File: src/rtl/wb_stage_param.sv
// Write-back stage: holds one retiring instruction, extracts and extends load data,
// and arbitrates for the shared register-file write port.
module wb_stage_param #(
  parameter int XLEN  = 32,
  parameter int RF_AW = 5,
  parameter int CNT_W = 64,
  parameter int OFF_W = $clog2(XLEN/8)
) (
  input  logic             clk,
  input  logic             reset,
  input  logic             flush,
  input  logic             in_valid,
  output logic             in_ready,
  input  logic [XLEN-1:0]  in_pc,
  input  logic [RF_AW-1:0] in_rd,
  input  logic             in_we,
  input  logic             in_is_load,
  input  logic [1:0]       in_ld_size,
  input  logic             in_ld_unsigned,
  input  logic [OFF_W-1:0] in_ld_off,
  input  logic [XLEN-1:0]  in_alu_result,
  input  logic [XLEN-1:0]  in_ld_word,
  input  logic             rf_grant,
  output logic             rf_we,
  output logic [RF_AW-1:0] rf_waddr,
  output logic [XLEN-1:0]  rf_wdata,
  output logic             fwd_valid,
  output logic [RF_AW-1:0] fwd_rd,
  output logic [XLEN-1:0]  fwd_data,
  output logic             ld_err,
  output logic [CNT_W-1:0] instret,
  output logic [XLEN-1:0]  dbg_pc,
  output logic             dbg_we,
  output logic [RF_AW-1:0] dbg_wnum,
  output logic [XLEN-1:0]  dbg_wdata
);

  logic             v;
  logic [XLEN-1:0]  pc_r;
  logic [RF_AW-1:0] rd_r;
  logic             we_r;
  logic             is_load_r;
  logic [1:0]       ld_size_r;
  logic             ld_unsigned_r;
  logic [OFF_W-1:0] ld_off_r;
  logic [XLEN-1:0]  alu_result_r;
  logic [XLEN-1:0]  ld_word_r;

  logic             wr_needed;
  logic             complete;
  logic             accept;
  logic             retire;

  logic [OFF_W-1:0] off_al;
  logic [OFF_W+2:0] shamt;
  logic [XLEN-1:0]  shifted;
  logic [XLEN-1:0]  keep;
  logic             sign_bit;
  logic [XLEN-1:0]  ld_ext;
  logic [XLEN-1:0]  wdata;

  assign wr_needed = we_r & (rd_r != '0);
  // Double-word loads only exist on a 64-bit datapath.
  assign ld_err    = v & is_load_r & (ld_size_r == 2'b11) & (XLEN == 32);
  assign complete  = v & (rf_grant | ld_err | !wr_needed);
  assign in_ready  = !v | complete;
  assign accept    = in_valid & in_ready & !flush;
  assign retire    = v & !flush & !ld_err & complete;

  // Misaligned low offset bits are dropped by rounding down to the access size.
  always_comb begin
    off_al   = ld_off_r;
    keep     = '1;
    sign_bit = 1'b0;
    case (ld_size_r)
      2'b00: off_al = ld_off_r;
      2'b01: off_al = ld_off_r & ~OFF_W'(1);
      2'b10: off_al = ld_off_r & ~OFF_W'(3);
      default: off_al = '0;
    endcase
    shamt   = {off_al, 3'b000};
    shifted = ld_word_r >> shamt;
    case (ld_size_r)
      2'b00: begin keep = XLEN'(8'hFF);         sign_bit = shifted[7];  end
      2'b01: begin keep = XLEN'(16'hFFFF);      sign_bit = shifted[15]; end
      2'b10: begin keep = XLEN'(32'hFFFF_FFFF); sign_bit = shifted[31]; end
      default: begin keep = '1;                 sign_bit = 1'b0;        end
    endcase
    ld_ext = (shifted & keep) | ({XLEN{sign_bit & !ld_unsigned_r}} & ~keep);
  end

  assign wdata     = is_load_r ? ld_ext : alu_result_r;

  assign rf_we     = v & wr_needed & !ld_err & !flush;
  assign rf_waddr  = rd_r;
  assign rf_wdata  = wdata;
  assign fwd_valid = v & wr_needed & !ld_err;
  assign fwd_rd    = rd_r;
  assign fwd_data  = wdata;
  assign dbg_pc    = pc_r;
  assign dbg_we    = rf_we;
  assign dbg_wnum  = rd_r;
  assign dbg_wdata = wdata;

  // NOTE: sequential state uses non-blocking assignments so every register
  // samples the pre-edge values; the latched fields are flip-flops, not a
  // memory, so clearing them on reset is cheap and keeps outputs at 0.
  always_ff @(posedge clk) begin
    if (reset) begin
      v             <= 1'b0;
      pc_r          <= '0;
      rd_r          <= '0;
      we_r          <= 1'b0;
      is_load_r     <= 1'b0;
      ld_size_r     <= '0;
      ld_unsigned_r <= 1'b0;
      ld_off_r      <= '0;
      alu_result_r  <= '0;
      ld_word_r     <= '0;
      instret       <= '0;
    end else begin
      if (flush)         v <= 1'b0;
      else if (accept)   v <= 1'b1;
      else if (complete) v <= 1'b0;

      if (accept) begin
        pc_r          <= in_pc;
        rd_r          <= in_rd;
        we_r          <= in_we;
        is_load_r     <= in_is_load;
        ld_size_r     <= in_ld_size;
        ld_unsigned_r <= in_ld_unsigned;
        ld_off_r      <= in_ld_off;
        alu_result_r  <= in_alu_result;
        ld_word_r     <= in_ld_word;
      end

      if (retire) instret <= instret + CNT_W'(1);
    end
  end

endmodule
File: config.mk
export PLATFORM = sky130hd
export DESIGN_NAME = wb_stage_param
export DESIGN_NICKNAME = d
export VERILOG_FILES = /design/src/rtl/wb_stage_param.sv
export SDC_FILE = /design/constraint.sdc
export NUM_CORES = 1
export LEC_CHECK = 0
export BUFFER_PORTS_ARGS = -buffer_cell sky130_fd_sc_hd__buf_2
export CAP_MARGIN = 20
export CORE_MARGIN = 10
export CORE_UTILIZATION = 35
export CTS_BUF_LIST = sky130_fd_sc_hd__clkbuf_4 sky130_fd_sc_hd__clkbuf_8 sky130_fd_sc_hd__clkbuf_16
export DETAILED_ROUTE_END_ITERATION = 7
export GPL_ROUTABILITY_DRIVEN = 1
export PLACE_DENSITY = 0.7
export SKIP_LAST_GASP = 1
export SLEW_MARGIN = 20
export SYNTH_ARGS = -nofsm -noshare
export SYNTH_HDL_FRONTEND = slang
export SYNTH_SLANG_ARGS = --single-unit
File: constraint.sdc
create_clock -name clk -period 3.15 [get_ports clk]
set_clock_uncertainty 0.1 [all_clocks]
set_input_delay 0 -clock clk [delete_from_list [all_inputs] [get_ports clk]]
set_output_delay 0 -clock clk [all_outputs]
set_load 0.005 [all_outputs]
==> qor.csv <==
stage,metric,value,unit
yosys,top-area cell type share of the netlist area,0.415,
floorplanning,die height,174,um
placement,placed cell areas,9750,um2
floorplanning,Cell Rows,56,
timing,Min Hold Slack,0.147,ns
placement,Placer Congestion,0.877,
status,status,completed,
timing,period utilization,0.934,
cts,Skew-Pair Late Insertion Delay,0.43,ns
detailed_routing,via density per instance,5.13,
detailed_routing,DRC Markers,0,
power_and_ir_drop,Pwr Density,442,nW/um2
power_and_ir_drop,Pleak,4.82,nW
placement,Port Buffers,324,
detailed_routing,drt pass-1 iters,5,
detailed_routing,Routed Antenna Nets,0,
cts,Num CTS Buffers,17,
power_and_ir_drop,maximum vdd ir drop,293,uV
yosys,synth cell count leaders,"nand2_1 (272), dfxtp_1 (173), a21oi_1 (158), buf_4 (75), clkbuf_1 (63)",
placement,Placed Cells,1600,
floorplanning,Die Width,174,um
yosys,Synth Flop Type,dfxtp_1,
layout,layout net count,1527,
timing,Slew HR,0.489,
yosys,most common cell in the netlist,nand2_1,
job,max_cap viols,0,
timing,RSZ-0062 raised after global routing,false,
detailed_routing,Post-Route WL,30.2,mm
yosys,Synth cell types,51,
global_routing,global-route wire length before repair,48.0,mm
global_routing,vias in the first global route,8623,
timing,Fin. Hold Viols,0,
cts,CTS Sinks,173,
layout,Finished Layout Cells,1747,
detailed_routing,Vias,8962,
worst_setup_path,CP required,3.36,ns
detailed_routing,Routed WL per cell,17.3,um
yosys,Post-Syn Instances,1081,
layout,share of cells above drive strength 1,0.285,
timing,Setup TNS,0,ns
worst_setup_path,Crit Path Class,reg -> reg,
worst_setup_path,startpoint types,register,
yosys,"Seq/Total Area, Yosys",0.415,
yosys,Seq cells post-synth,173,
layout,fill count,2206,
global_routing,pin count of the biggest net entering global routing,104,
cts,setup bufs post-CTS,0,
timing,Final Critical Period,2.94,ns
timing,Slew Limit Fails,0,
hold_path,Min-Delay Path Class,in -> reg,
worst_setup_path,CP arrival,3.16,ns
yosys,synth warn,0,
yosys,"Net Count, Synth",1195,
global_routing,gr ovfl total,0,
layout,area grow syn2layout,37.6,%
cts,clk slew on worst S/H paths,0.07,ns
global_routing,initial antenna violation count,2,
worst_setup_path,worst-path fanout max,103,
global_routing,total global-route track usage,0.192,
floorplanning,initial core utilization,0.355,
yosys,syn avg cell area,7.72,um2
timing,FMAX,0.340,GHz
worst_setup_path,CP Capture Type,register,
layout,Post-Layout Inst Area,11500,um2
cts,largest buffer count on any clock path,2,
timing,Slew @ Worst Pin,0.767,ns
worst_setup_path,Crit Reg-Reg Startpoint,dbg_wnum[4]$_SDFFE_PP0P_,
cts,Root Buffer,clkbuf_16,
cts,CTS tree,done,
floorplanning,io pins,325,
cts,H-tree depth,4,
floorplanning,Core Box Area,23500,um2
yosys,largest cells by area after synthesis,"dfxtp_1 (42%), nand2_1 (12%), a21oi_1 (9.5%), buf_4 (6.7%), clkbuf_1 (2.8%)",
timing,Setup Viol. Count Final,0,
yosys,number of synthesized flops with an enable pin,0,
yosys,Syn Std Cell Area,8340,um2
hold_path,hold_sp,flush,
floorplanning,die area,30400,um2
yosys,"FFs w/ async S/R, synth",0,
yosys,"area leader, netlist",dfxtp_1,
worst_setup_path,CP Launch Point,dbg_wnum[4]$_SDFFE_PP0P_,
detailed_routing,Starting DRT DRC Count,836,
placement,DP Wirelength,20.7,mm
[area by class of cell]
| cell class | instances | area (um2) | area share |
|---|---|---|---|
| Multi-Input combinational cell | 746 | 4000 | 0.348 |
| Sequential cell | 173 | 3460 | 0.302 |
| Timing Repair Buffer | 459 | 2970 | 0.258 |
| Clock buffer | 19 | 453 | 0.0394 |
| Tap cell | 319 | 399 | 0.0348 |
| Clock inverter | 13 | 140 | 0.0122 |
| Inverter | 16 | 60.1 | 0.00523 |
| Antenna cell | 2 | 5.00 | 0.000436 |
[kinds of logic (layout without fill, tap and decap cells)]
| family | count (synthesis) | after routing | synth area share |
|---|---|---|---|
| other | 0 | 2 | 0 |
| buffers and inverters | 162 | 507 | 0.108 |
| xor gates and xnor gates | 20 | 20 | 0.0210 |
| adders and majority gates | 1 | 1 | 0.00150 |
| muxes | 19 | 19 | 0.0363 |
| DFF | 173 | 173 | 0.415 |
| AOI/OAI and AO/OA | 244 | 244 | 0.163 |
| and+or+nand+nor | 462 | 462 | 0.255 |
[worst max-delay path, stage by stage (launching register included)]
cell and delay, ns:
dfxtp_1 0.35, or3_1 0.47, o2111ai_1 0.34, nand3b_1 0.33
buf_12 0.32, nand2_1 0.14, a21oi_1 0.06, dlygate4sd3_1 0.60
[registers in the layout, summed over array words and instances (netlist names)]
| register | flops |
|---|---|
| v | 1 |
| ld_word_r | 32 |
| ld_size_r | 2 |
| instret | 64 |
| dbg_pc | 32 |
| ld_off_r | 2 |
| alu_result_r | 32 |
| ld_unsigned_r | 1 |
| we_r | 1 |
| is_load_r | 1 |
| dbg_wnum | 5 |
[cell usage in the layout (no fill, tap or decap), types with 3 or more instances in the layout]
master	n
and3_1	7
nor2b_1	3
o221ai_1	8
buf_12	3
buf_4	18
o31ai_1	19
inv_8	5
mux2_2	10
clkbuf_16	17
a31oi_1	16
nor2_1	50
nand2_1	272
dfxtp_1	172
mux4_2	8
nand4b_1	4
nor3_1	5
inv_6	4
a21oi_1	158
buf_2	323
nand4_1	23
inv_1	16
xnor2_1	12
nor4_1	11
xor2_1	8
nand3_1	25
dlygate4sd3_1	113
or4_1	21
nor4b_1	3
or3_1	23
o21ai_0	31
[metrics by stage]
stage	worst slack, ns	total power [mW]	util
final	0.208	5.07	0.489
after CTS	0.136	5.10	0.489
after floorplan	0.573	2.67	-
after detailed placement	0.287	2.87	0.415
after global routing	0.0592	5.29	0.489
after global placement	0.330	2.86	0.415
[worst paths after layout]
path	cells past startpoint	end	slack (ns)
setup / recovery	7	dbg_pc[1]$_SDFFE_PP0P_	0.21
hold / removal	5	instret[12]$_SDFFE_PP0P_	0.15
setup reg to reg	7	dbg_pc[1]$_SDFFE_PP0P_	0.21
hold reg to reg	2	dbg_pc[26]$_SDFFE_PP0P_	0.35
[routing by layer]
layer | share of wire | wire length (um) | up-vias | GRT usage
met5 | 0 | 0 | - | 0
li1 | - | - | 4358 | -
met3 | 0.076 | 2310 | 40 | 0.0511
met4 | 0.021 | 625 | 0 | 0.0616
met1 | 0.42 | 12700 | 4176 | 0.240
met2 | 0.48 | 14600 | 388 | 0.315
[where the power goes]
group | switching, mW | internal (mW)
combinational | 0.331 | 0.312
clock | 1.03 | 1.11
sequential | 0.0447 | 2.25
total | 1.40 | 3.67
[timing repair]
item	4_1_cts	5_1_grt
gates resized for setup	0	1
hold buffers	113	0
setup endpoints to repair	0	2
hold endpoints to repair	132	0
No activity file was read; power rests on OpenSTA's default activity.
